`src/rtl/load_align_unit_pkg.sv`:
```
// load_align_unit_pkg: load size and sequencer state encodings plus the field mask helper
package load_align_unit_pkg;
  typedef enum logic [1:0] {LS_BYTE, LS_HALF, LS_WORD, LS_DWORD} ls_size_e;
  typedef enum logic [1:0] {LAU_IDLE, LAU_RD0, LAU_RD1, LAU_RESP} lau_state_e;
  function automatic logic [63:0] size_mask(input logic [1:0] size);
    return size == LS_BYTE ? 64'hFF :
           size == LS_HALF ? 64'hFFFF :
           size == LS_WORD ? 64'hFFFF_FFFF : '1;
  endfunction
endpackage

```
`src/rtl/load_format.sv`:
```
// load_format: shifts {hi,lo} right by off bytes, keeps the size field and zero/sign-extends it; ports hi, lo, off, size, uint in, res out
module load_format
  import load_align_unit_pkg::*;
#(
  parameter int XLEN = 32,
  parameter int OFF_W = $clog2(XLEN / 8)
) (
  input  logic [XLEN-1:0]  hi,
  input  logic [XLEN-1:0]  lo,
  input  logic [OFF_W-1:0] off,
  input  logic [1:0]       size,
  input  logic             uint,
  output logic [XLEN-1:0]  res
);
  logic [XLEN-1:0] w, mask;
  logic sign;
  always_comb begin
    w = XLEN'({hi, lo} >> {off, 3'b000});
    mask = XLEN'(size_mask(size));
    sign = size == LS_BYTE ? w[7] : size == LS_HALF ? w[15] : size == LS_WORD ? w[31] : w[XLEN-1];
    res = (w & mask) | (~mask & {XLEN{sign & ~uint}});
  end
endmodule

```
`src/rtl/load_align_unit.sv`:
```
// load_align_unit: load request -> one or two RAM reads -> formatted, held response; ports clk/rst/flush, req_* handshake in, mem_rd_* RAM port, rsp_* handshake out
module load_align_unit
  import load_align_unit_pkg::*;
#(
  parameter int XLEN = 32,
  parameter int AW = 32,
  parameter int TAG_W = 5,
  parameter int ALLOW_MISALIGN = 1
) (
  input  logic                      clk,
  input  logic                      rst,
  input  logic                      flush,
  input  logic                      req_valid,
  output logic                      req_ready,
  input  logic [AW-1:0]             req_addr,
  input  logic [1:0]                req_size,
  input  logic                      req_uint,
  input  logic [TAG_W-1:0]          req_tag,
  output logic                      mem_rd_en,
  output logic [AW-$clog2(XLEN/8)-1:0] mem_rd_addr,
  input  logic [XLEN-1:0]           mem_rd_data,
  output logic                      rsp_valid,
  input  logic                      rsp_ready,
  output logic [XLEN-1:0]           rsp_data,
  output logic [TAG_W-1:0]          rsp_tag,
  output logic                      rsp_err
);
  localparam int NB = XLEN / 8;
  localparam int OFF_W = $clog2(NB);
  localparam int IW = AW - OFF_W;
  lau_state_e state;
  logic [IW-1:0] idx_r;
  logic [OFF_W-1:0] off_r;
  logic [1:0] size_r;
  logic uint_r, cross_r;
  logic [XLEN-1:0] lo_r, fmt, fmt_hi, fmt_lo;
  logic [4:0] end_in;
  logic accept, cross_in, illegal_in;
  assign end_in = 5'(req_addr[OFF_W-1:0]) + (5'd1 << req_size);
  assign cross_in = end_in > 5'(NB);
  assign illegal_in = (req_size == LS_DWORD && XLEN == 32) || (cross_in && ALLOW_MISALIGN == 0);
  assign req_ready = ~rst & ~flush & (state == LAU_IDLE);
  assign accept = req_valid & req_ready;
  // the second read of a boundary-crossing load wraps around the top of the index space
  assign mem_rd_en = (accept & ~illegal_in) | (~rst & ~flush & (state == LAU_RD0) & cross_r);
  assign mem_rd_addr = state == LAU_IDLE ? req_addr[AW-1:OFF_W] : idx_r + IW'(1);
  assign rsp_valid = state == LAU_RESP;
  // RD0 formats straight from the RAM word; RD1 pairs the new word (hi) with the captured lo
  assign fmt_hi = state == LAU_RD1 ? mem_rd_data : '0;
  assign fmt_lo = state == LAU_RD1 ? lo_r : mem_rd_data;
  load_format #(.XLEN(XLEN), .OFF_W(OFF_W)) u_fmt (
    .hi(fmt_hi),
    .lo(fmt_lo),
    .off(off_r),
    .size(size_r),
    .uint(uint_r),
    .res(fmt)
  );
  always_ff @(posedge clk or posedge rst) begin
    if (rst) begin
      state <= LAU_IDLE;
      idx_r <= '0;
      off_r <= '0;
      size_r <= '0;
      uint_r <= 1'b0;
      cross_r <= 1'b0;
      lo_r <= '0;
      rsp_data <= '0;
      rsp_tag <= '0;
      rsp_err <= 1'b0;
    end else if (flush) begin
      state <= LAU_IDLE;
    end else begin
      case (state)
        LAU_IDLE: if (accept) begin
          idx_r <= req_addr[AW-1:OFF_W];
          off_r <= req_addr[OFF_W-1:0];
          size_r <= req_size;
          uint_r <= req_uint;
          cross_r <= cross_in;
          rsp_tag <= req_tag;
          rsp_err <= illegal_in;
          rsp_data <= '0;
          state <= illegal_in ? LAU_RESP : LAU_RD0;
        end
        LAU_RD0: begin
          lo_r <= mem_rd_data;
          if (!cross_r) rsp_data <= fmt;
          state <= cross_r ? LAU_RD1 : LAU_RESP;
        end
        LAU_RD1: begin
          rsp_data <= fmt;
          state <= LAU_RESP;
        end
        default: if (rsp_ready) state <= LAU_IDLE;
      endcase
    end
  end
endmodule

```
`config.mk`:
```
export PLATFORM = sky130hd
export DESIGN_NAME = load_align_unit
export DESIGN_NICKNAME = d
export VERILOG_FILES = /design/src/rtl/load_align_unit_pkg.sv /design/src/rtl/load_format.sv /design/src/rtl/load_align_unit.sv
export SDC_FILE = /design/constraint.sdc
export NUM_CORES = 1
export LEC_CHECK = 0
export CAP_MARGIN = 30
export CORE_MARGIN = 10
export CORE_UTILIZATION = 50
export CTS_CLUSTER_DIAMETER = 200
export DETAILED_ROUTE_END_ITERATION = 12
export PLACE_DENSITY = 0.79
export SYNTH_ARGS = -nofsm -noshare
export SYNTH_HDL_FRONTEND = slang
export SYNTH_SLANG_ARGS = --single-unit
```
`constraint.sdc`:
```
create_clock -name clk -period 6.12 [get_ports clk]
set_input_delay 0.612 -clock clk [delete_from_list [all_inputs] [get_ports clk]]
set_output_delay 0.612 -clock clk [all_outputs]
set_load 0.05 [all_outputs]
```
# ---- After elaboration in Yosys (flattened, before gate mapping)
# Index checks and enable logic that the tools add are counted.
dict set report totals {
  n_memories 0
  mem_bits_ro 0
  word_cells 63
  out_inout_bits 71
  ram_bits 0
  latchBits 0
  input_bits 77
  reg_bits 108
}
dict set report op_classes {
  mux 16
  mul 0
  div 0
  n_reduce_logical 8
  shifts 2
  n_bitwise 16
  n_eq_ne 8
  add_sub_neg 2
  order_cmp 1
}
# op count
set ops {}
lappend ops {{two-way mux 32 bit} 6}
lappend ops {{one-hot mux 32 bit (3 select lines)} 1}
lappend ops {{bitwise AND 32 bit} 2}
lappend ops {{right shift 64 x 5 -> 32 bit} 1}
lappend ops {{NOT 32 bit} 1}
lappend ops {{OR 32 bit} 1}
lappend ops {{adder 30 x 1 -> 30 bit, second input constant} 1}
lappend ops {{two-way mux 30 bit} 1}
lappend ops {{two-way mux 2 bit} 4}
lappend ops {{bitwise AND 1 bit} 7}
lappend ops {{== test 2 bit, second input constant} 3}
lappend ops {{one-hot mux 2 bit (3 select lines)} 1}
lappend ops {{adder 2 x 5 -> 5 bit} 1}
lappend ops {{> comparator 5 x 3 -> 1 bit, second input constant} 1}
lappend ops {{nonzero test 5 bit} 1}
lappend ops {{left shift 1 x 2 -> 5 bit, first input constant} 1}
lappend ops {{== test 2 x 1 -> 1 bit, second input constant} 2}
lappend ops {{zero test 2 bit} 2}
lappend ops {{!= test 2 bit, second input constant} 2}
lappend ops {{NOT 1 bit} 4}
lappend ops {{AND reduction 2 bit} 2}
lappend ops {{AND reduction 4 bit} 1}
lappend ops {{two-way mux 1 bit} 3}
lappend ops {{!= test 3 bit, second input constant} 1}
lappend ops {{other kinds (3)} 3}

# ---- Logic depth before layout (Yosys ltp)
# Gate-level depths: netlist (run 1).
dict set report logic_depth {
  depth_word 10
  depth_mapped 9
  mapped_depth_nobuf 8
}

# ---- Hierarchy
# A second synthesis (run 1) with hierarchy kept.
dict set report unflattened {
  hier_cells 739
  hier_area_um2 6959.2
}
# module area_each_um2 cells_each seq_area_each_um2 instances
set by_module_without_submodules {}
lappend by_module_without_submodules {load_align_unit 5858.1 638 2702.6 1}
lappend by_module_without_submodules {load_format 1101.1 101 0.0 1}

# ---- Worst setup path after synthesis (run 1)
# No wires, ideal clock.
dict set report synth_timing {
  path_type {reg-to-output}
  from {reg idx_r[0]}
  to {out mem_rd_addr[14]}
  path_buffers 1
  stages_incl_launch_ff 7
  slack_ns 2.977
  arrival_time_ns 2.531
  required_ns 5.508
  cell_sequence {dfrtp_1 > ha_1 > nand3_1 > clkbuf_1 > nor4_1 > xnor2_1 > o21ai_0}
}
dict set report synth_between {
  elab_chain_cells 2
}
# item line_no
set synth_lines {}
lappend synth_lines {{start, declared} load_align_unit.sv:32} ;# logic [IW-1:0] idx_r;
lappend synth_lines {{start signal, assigned} load_align_unit.sv:76} ;# idx_r <= req_addr[AW-1:OFF_W];
lappend synth_lines {{adder 30 x 1 -> 30 bit} load_align_unit.sv:46} ;# assign mem_rd_addr = state == LAU_IDLE ? req_addr[AW-1:OFF_W] : idx_r + IW'(1);
lappend synth_lines {{two-way mux 30 bit} load_align_unit.sv:46}
lappend synth_lines {{end, declared} load_align_unit.sv:20} ;# output logic [AW-$clog2(XLEN/8)-1:0] mem_rd_addr,
# Every way passes these cells.

# ---- Worst setup path in the final report (run 1)
dict set report layout_timing {
  from {reg idx_r[0]}
  to {out mem_rd_addr[18]}
}
# The elaborated chain is that of the path after synthesis.

==> out/qor.txt, run 1 <==
outcome = finished clean
GP Congestion = 0.8423
CTS root buf = clkbuf_16
reg-to-reg critical path endpoint = rsp_data[29]
min-delay src = rsp_data[8]
Final Instance Area = 0.008568 mm²
DRT iter0 DRCs = 576
DR vias/cell = 6.165
Worst-path clk slew = 0.07 ns
Die Span Y = 135.7 µm
Port-buffer cells = 147
Worst-Margin Slew = 0.8863 ns
Die ar. = 0.01842 mm²
wire length on met1 = 8.156 mm
crit path DAT = 3.31 ns
largest net degree at the start of global routing = 72
endpoint kind of the worst setup timing path = output pin
Ports = 148
dpl cell area = 0.008260 mm²
syn_nets = 743
relative slew slack = 40.92%
fmax = 255.0 MHz
Core Region = 0.01319 mm²
crit path kind = reg2out
Layout Area Growth over Synthesis = 27.95%
initial antenna violation count = 0
first-pass GRT wire length = 31.42 mm
Adder-Cell Fraction of Synth Area = 1.981%
Layout Skew = 0.007683 ns
Routed WL = 19.69 mm
vias in the first global route = 6027
Post-Syn Area per Cell = 10.21 µm²
max layer used = met4
Residual DRC = 0
fraction of registers with async set or reset after synthesis = 100.0%
Die X = 135.7 µm
Worst VDD drop = 381.1 µV
Resized cells post-CTS = 0
critical path peak fanout = 11
hold crit path type = reg2reg
worst reg-to-reg path cell count = 7
max_cap viols = 0
Syn Inst Count = 656
area share of and/or/nand/nor cells after synthesis = 14.16%
post-synthesis mux area share = 24.42%
post-synthesis compound-gate area fraction = 13.42%
unrepaired setup endpoints after global routing = false
final slew viol count = 0
Skew-Pair Late Insertion Delay = 0.35 ns
initial core utilization = 50.77%
P per Cell Area = 571.1 mW/mm²
largest family of logic cells by synthesized area = multiplexers
via count = 5894
xor/xnor share of the synthesized area = 1.700%
wire length per cell = 20.59 µm
First-pass DRT Iterations = 5
Nets = 862
GRT Overall Usage = 21.13%
Worst setup SP type = flop
CTS sink count = 108
Post-CTS Hold Fix Bufs = 0
Final Critical Period = 3.921 ns
EDFF count, synth = 0
Yosys reg bits = 108
Distinct cells, synth = 56
TritonCTS clock tree = yes
Final period util = 64.07%
metal3 WL = 1.474 mm
leakage = 0.003287 µW
Post-DRT Antenna Nets = 0
Seq/Total Area, Yosys = 40.36%
total grt overflow = 0
diode count = 0
worst reg2reg path startpoint = state[0]
Post-CTS Setup Bufs = 0
CP endpoint = mem_rd_addr[18]
Power, Total = 4893 µW
commonest non-fill, non-tap cells in the layout = clkdlybuf4s50_1 (147), dfrtp_1 (107), nand2_1 (73)
placed wire-length estimate = 13.88 mm
commonest non-fill, non-tap cell in the layout = clkdlybuf4s50_1
reg2reg setup slack = 3.02 ns
final hold vios = 0
TritonCTS Buffers = 9
Fin Setup TNS = 0 ns
Setup crit start = idx_r[0]
mapped cell area = 0.006696 mm²
ys flop type = dfrtp_1
YS warnings = 0
Required @ worst endpoint = 5.51 ns
CTS max path bufs = 2
Hold Path Cell Cnt = 2
count of final setup violators = 0
std cell rows = 42
share of cells above drive strength 1 = 15.26%
met2 wire len = 9.513 mm
Max H-tree Level = 3
Fillers = 1048
## cell type report
class	count	area [µm²]	share of cell area, %
Clock buffer	11	252.7	2.950
Multi-Input combinational cell	483	3739	43.63
Clock inverter	5	35.03	0.4089
Timing Repair Buffer	156	1551	18.11
Tap cell	176	220.2	2.570
Sequential cell	108	2704	31.56
Inverter	17	66.31	0.7739
## per-stage QoR
stage,worst slack (ns),cells,util (%),hold WS [ns]
final,2.199,956,64.96,0.4791
after global routing,1.927,956,64.96,0.5054
after CTS,2.021,955,64.81,0.4887
after detailed placement,2.178,939,62.63,0.4719
after global placement,2.268,939,62.63,0.4602
after floorplan,2.662,656,-,0.4805
## Yosys cell counts, drive strengths merged (6+ instances only)
master	n	share of area (%)
a22oi	9	1.1
a31oi	20	1.9
a32oi	7	0.92
and2	9	0.84
and4	7	0.92
buf	18	1.3
clkbuf	30	1.7
dfrtp	108	40
ha	9	1.7
inv	17	0.95
mux2	67	11
mux2i	52	7.8
mux4	16	5.4
nand2	73	4.1
nand3	25	1.9
nand4	12	1.1
nor2	23	1.3
nor3	7	0.52
o211ai	9	1.0
o21ai	55	4.1
o2bb2ai	7	0.92
o41ai	6	0.78
or3	10	0.93
xnor2	7	0.92
xor2	6	0.78
## registers in the layout (all words and copies together), names as in the netlist
register / cells
lo_r: 32
cross_r: 1
rsp_tag: 5
idx_r: 30
rsp_err: 1
off_r: 2
uint_r: 1
size_r: 2
rsp_data: 32
state: 2
## report_power, final
part	leakage (µW)	internal, µW	switching (µW)
clock	0.000142	300	272
combinational	0.00180	1150	1830
sequential	0.00134	1030	308
## per-layer routing
layer  GRT usage, %  vias up
met1          26.12     2900
met2          34.42      263
li1               -     2690
met4          9.390        0
met5              0        -
met3          4.896       41
## worst max-delay path, stage by stage, from the launching register on
cell and delay, ns:
dfrtp_1 0.42, ha_1 0.21, nand3_1 0.40, nor4_1 0.71
nor3b_1 0.26, o31a_1 0.14, clkdlybuf4s50_1 0.80
## how the worst min path moves through the flow
| stage | endpoint | slack, ns |
|---|---|---|
| final | rsp_data[8] | 0.48 |
| after detailed placement | rsp_data[8] | 0.47 |
| after floorplan | lo_r[11] | 0.48 |
| after global placement | rsp_data[8] | 0.46 |
| after global routing | rsp_data[8] | 0.51 |
| after CTS | rsp_data[8] | 0.49 |
## kinds of logic (layout without fill, tap and decap cells)
kind of cell	after synthesis	after routing
fa+ha+maj	10	10
xor+xnor	13	13
compound gates	136	136
simple gates	189	189
buf+inv	65	189
mux	135	135
flops	108	108
No activity file was read; power rests on OpenSTA's default activity.
==> run 2, diff against run 1 <==
--- a/config.mk
+++ b/config.mk
@@ -7,10 +7,10 @@
 export LEC_CHECK = 0
 export CAP_MARGIN = 30
 export CORE_MARGIN = 10
-export CORE_UTILIZATION = 50
+export CORE_UTILIZATION = 47
 export CTS_CLUSTER_DIAMETER = 200
 export DETAILED_ROUTE_END_ITERATION = 12
-export PLACE_DENSITY = 0.79
+export PLACE_DENSITY = 0.78
 export SYNTH_ARGS = -nofsm -noshare
 export SYNTH_HDL_FRONTEND = slang
 export SYNTH_SLANG_ARGS = --single-unit
==> constraint.sdc (replaced) <==
create_clock -name clk -period 3.5 [get_ports clk]
set_input_delay 0.35 -clock clk [delete_from_list [all_inputs] [get_ports clk]]
set_output_delay 0.35 -clock clk [all_outputs]
set_load 0.05 [all_outputs]
==> run 2 against run 1 <==
- first-iteration DRC count fell by 5.0%
- worst hold slack lost 0.0016 ns
- flip-flop and latch count stayed put
- critical endpoint is now mem_rd_addr[10]
- combinational power increased by 83%
- clock skew grew 0.0036 ns
- clock-buffer cell count down 2
- critical path depth unchanged
- via count rose by 0.36%
- sequential power rose by 77%
- largest power group unchanged
- register-to-register slack worse by 2.3 ns
==> out/qor.txt, run 2 (synthesis gave the netlist of run 1 again) <==
Residual DRC = 0
fmax = 303.4 MHz
via count = 5915
vias in the first global route = 6022
endpoint kind of the worst setup timing path = output pin
first-pass GRT wire length = 31.69 mm
Post-CTS Hold Fix Bufs = 0
Final Instance Area = 0.008731 mm²
diode count = 0
share of cells above drive strength 1 = 17.83%
First-pass DRT Iterations = 6
total grt overflow = 0
Post-CTS Setup Bufs = 0
initial core utilization = 48.06%
Fillers = 1055
Resized cells post-CTS = 0
Max H-tree Level = 3
crit path kind = reg2out
Layout Skew = 0.01125 ns
CTS root buf = clkbuf_16
Post-DRT Antenna Nets = 0
critical path peak fanout = 11
Nets = 867
CTS sink count = 108
std cell rows = 43
Worst setup SP type = flop
final slew viol count = 0
Ports = 148
DR vias/cell = 6.130
wire length per cell = 20.39 µm
M1 GR Usage = 23.69%
Die X = 139.4 µm
placed wire-length estimate = 14.40 mm
P per Cell Area = 1013 mW/mm²
Worst-Margin Slew = 0.7426 ns
Worst VDD drop = 701.5 µV
GRT Overall Usage = 19.67%
Die ar. = 0.01942 mm²
count of final setup violators = 0
Worst-path clk slew = 0.08 ns
outcome = finished clean
Skew-Pair Late Insertion Delay = 0.36 ns
leakage = 0.003386 µW
hold crit path type = reg2reg
Final period util = 94.19%
largest net degree at the start of global routing = 51
M2 GR Usage = 32.30%
unrepaired setup endpoints after global routing = false
Layout Area Growth over Synthesis = 30.38%
GR Util met3 = 6.056%
Fin Setup TNS = 0 ns
Routed WL = 19.68 mm
commonest non-fill, non-tap cell in the layout = clkdlybuf4s50_1
crit path DAT = 2.95 ns
max_cap viols = 0
TritonCTS Buffers = 9
Most Used Layer, Global Route = met2
relative slew slack = 50.04%
DRT iter0 DRCs = 547
Required @ worst endpoint = 3.15 ns
dpl cell area = 0.008441 mm²
Port-buffer cells = 147
final hold vios = 0
CTS max path bufs = 2
TritonCTS clock tree = yes
commonest non-fill, non-tap cells in the layout = clkdlybuf4s50_1 (131), dfrtp_1 (107), nand2_1 (73)
Largest regs = lo_r (32), rsp_data (32), idx_r (30)
initial antenna violation count = 2
Final Critical Period = 3.296 ns
Core Region = 0.01393 mm²
Die Span Y = 139.4 µm
GP Congestion = 0.8972
-- run 2: power breakdown --
part	internal, µW	switching [µW]	leakage [µW]
sequential	1800	569	0.00134
clock	504	518	0.000141
combinational	2230	3220	0.00190
-- run 2: area by class of cell --
| class | instances | area, µm² | area share [%] |
|---|---|---|---|
| Multi-Input combinational cell | 483 | 3739 | 42.82 |
| Clock buffer | 9 | 225.2 | 2.580 |
| Inverter | 17 | 66.31 | 0.7595 |
| Tap cell | 180 | 225.2 | 2.580 |
| Clock inverter | 7 | 65.06 | 0.7452 |
| Timing Repair Buffer | 161 | 1707 | 19.55 |
| Sequential cell | 108 | 2704 | 30.97 |
-- run 2: worst paths after layout --
path / start / endpoint / slack, ns / depth (start not counted)
worst max-delay path: idx_r[0] / mem_rd_addr[10] / 0.20 / 6
worst min-delay path: rsp_data[8] / rsp_data[8] / 0.48 / 2
worst max register to register: state[0] / rsp_data[29] / 0.71 / 8
worst min register to register: rsp_data[8] / rsp_data[8] / 0.48 / 2
max in group asynchronous: rst / idx_r[3] / 2.18 / 3
min in group asynchronous: rst / rsp_data[7] / 0.52 / 2
-- run 2: per-stage QoR --
step                      utilization [%]  setup WS, ns  instances  total power [µW]  hold slack (ns)
final                               62.66        0.2035        965              8846           0.4775
after global routing                62.66       0.01716        965              9328           0.5039
after CTS                           62.66        0.2242        965              8854           0.4839
after detailed placement            60.57        0.6444        949              7815           0.4665
after global placement              60.38        0.6497        948              7638           0.4653
after floorplan                         -        0.3044        656              5958           0.4164
-- run 2: critical path: stages (launching register included) --
cell and delay (ns):
dfrtp_1 0.41, ha_1 0.21, nand3_1 0.37, nor3_1 0.46, xnor2_1 0.11, o21ai_0 0.18, clkdlybuf4s50_1 0.84
-- run 2: routing by layer --
layer,vias up,routed length (µm)
met5,-,0
met2,251,9817
met1,2939,7839
met4,0,356
met3,33,1665
li1,2692,-
==> run 3, diff against run 2 <==
--- a/config.mk
+++ b/config.mk
@@ -9,8 +9,9 @@
 export CORE_MARGIN = 10
 export CORE_UTILIZATION = 47
 export CTS_CLUSTER_DIAMETER = 200
+export CTS_CLUSTER_SIZE = 10
 export DETAILED_ROUTE_END_ITERATION = 12
-export PLACE_DENSITY = 0.78
+export PLACE_DENSITY = 0.89
 export SYNTH_ARGS = -nofsm -noshare
 export SYNTH_HDL_FRONTEND = slang
 export SYNTH_SLANG_ARGS = --single-unit
==> run 3 against run 2 <==
- die area unchanged
- sequential share of layout area grew 0.33 points
- sequential power hardly changed
- flip-flop and latch count stayed put
- utilization shrank 0.66 points
==> out/qor.txt, run 3 (synthesis gave the netlist of run 1 again) <==
Pint = 4432 µW
CTS sink count = 108
Residual DRC = 0
Post-CTS Hold Fix Bufs = 0
Hold Path Cell Cnt = 2
placed wire-length estimate = 14.20 mm
Required @ worst endpoint = 3.15 ns
Port-buffer cells = 147
critical path peak fanout = 6
GP Congestion = 0.9120
net switching power = 4154 µW
relative slew slack = 29.07%
vias in the first global route = 5727
reg2reg setup slack = 0.79 ns
Largest regs = lo_r (32), rsp_data (32), idx_r (30)
Die Span Y = 139.4 µm
Skew-Pair Late Insertion Delay = 0.35 ns
clock network power share = 12.1%
crit path DAT = 2.87 ns
unrepaired setup endpoints after global routing = false
share of cells above drive strength 1 = 17.39%
via count = 5860
crit path kind = reg2out
max_cap viols = 0
Core Region = 0.01393 mm²
commonest non-fill, non-tap cells in the layout = clkdlybuf4s50_1 (133), dfrtp_1 (107), nand2_1 (73)
Post-DRT Antenna Nets = 0
Layout Area Growth over Synthesis = 29.00%
Max H-tree Level = 3
std cell rows = 43
TritonCTS clock tree = yes
DR vias/cell = 6.041
wire length per cell = 19.82 µm
switching share of power = 48.38%
fmax = 310.6 MHz
Layout Skew = 0.005644 ns
total grt overflow = 0
logic gate share of total power = 60.6%
Routed WL = 19.22 mm
Nets = 870
endpoint kind of the worst setup timing path = output pin
initial antenna violation count = 1
worst reg2reg path startpoint = state[0]
Die ar. = 0.01942 mm²
count of final setup violators = 0
final slew viol count = 0
DRT iter0 DRCs = 516
Worst VDD drop = 517.0 µV
hold crit path type = reg2reg
Worst setup SP type = flop
reg-to-reg critical path endpoint = rsp_data[31]
Die X = 139.4 µm
outcome = finished clean
Fin Setup TNS = 0 ns
Worst Hold End = rsp_data[3]
first-pass GRT wire length = 30.84 mm
worst reg-to-reg path cell count = 7
Power, Total = 8586 µW
Ports = 148
initial core utilization = 48.06%
Worst-path clk slew = 0.07 ns
Post-CTS Setup Bufs = 0
min-delay src = rsp_data[3]
TritonCTS Buffers = 9
P per Cell Area = 994.0 mW/mm²
largest net degree at the start of global routing = 53
Final Critical Period = 3.219 ns
CTS max path bufs = 2
Worst-Margin Slew = 1.059 ns
Final period util = 91.98%
leakage = 0.003350 µW
GRT Overall Usage = 18.92%
final hold vios = 0
First-pass DRT Iterations = 5
commonest non-fill, non-tap cell in the layout = clkdlybuf4s50_1
Resized cells post-CTS = 0
CTS root buf = clkbuf_16
part of the power in registers = 27.2%
Fillers = 1123
==> run 3: worst max path at each step <==
stage | slack, ns | to | start
3_5_place_dp | 0.66 | mem_rd_addr[10] | idx_r[0]
2_1_floorplan | 0.30 | cross_r | rst
6_report | 0.28 | mem_rd_addr[10] | idx_r[1]
4_1_cts | 0.29 | mem_rd_addr[10] | idx_r[0]
5_1_grt | 0.12 | mem_rd_addr[10] | idx_r[1]
3_3_place_gp | 0.74 | mem_rd_addr[10] | idx_r[0]
==> run 3: area by class of cell <==
cell class	instances	area [µm²]	share of cell area (%)
antenna	2	5.005	0.05794
clock buffer	15	267.8	3.100
clock inverter	1	30.03	0.3476
inverter	17	66.31	0.7677
multi-input combinational	483	3739	43.28
sequential	108	2704	31.30
tap	180	225.2	2.607
timing repair buffer	164	1602	18.54
==> run 3: critical path, stage by stage, from the launching register on <==
cell and delay [ns]:
dfrtp_1 0.41, ha_1 0.21, nand3_1 0.23, buf_4 0.25, nor3_1 0.31, xnor2_1 0.11, o21ai_0 0.16, clkdlybuf4s50_1 0.83
==> run 3: per-layer routing <==
layer / track usage [%] / routed length, µm
met5: 0 / 0
met3: 4.049 / 1408
met1: 24.15 / 7943
met4: 7.139 / 519
met2: 30.66 / 9352
==> run 3: metrics by stage <==
stage	util, %	setup slack [ns]	cell area, µm²	hold WS, ns	std cells
global placement	59.82	0.7414	8335	0.4665	952
global route	61.97	0.1180	8636	0.5048	969
detailed placement	59.82	0.6608	8335	0.4736	952
floorplan	-	0.3044	6696	0.4164	656
finish	61.99	0.2808	8638	0.4825	970
CTS	61.96	0.2927	8633	0.4901	968
==> run 3: power groups by stage <==
stage | Clock (µW) | Sequential [µW] | Combinational [µW]
3_3_place_gp | 0 | 2300 | 5120
6_report | 1040 | 2340 | 5210
4_1_cts | 1050 | 2330 | 5230
2_1_floorplan | 0 | 2670 | 3290
5_1_grt | 1100 | 2440 | 5540
3_5_place_dp | 0 | 2340 | 5210
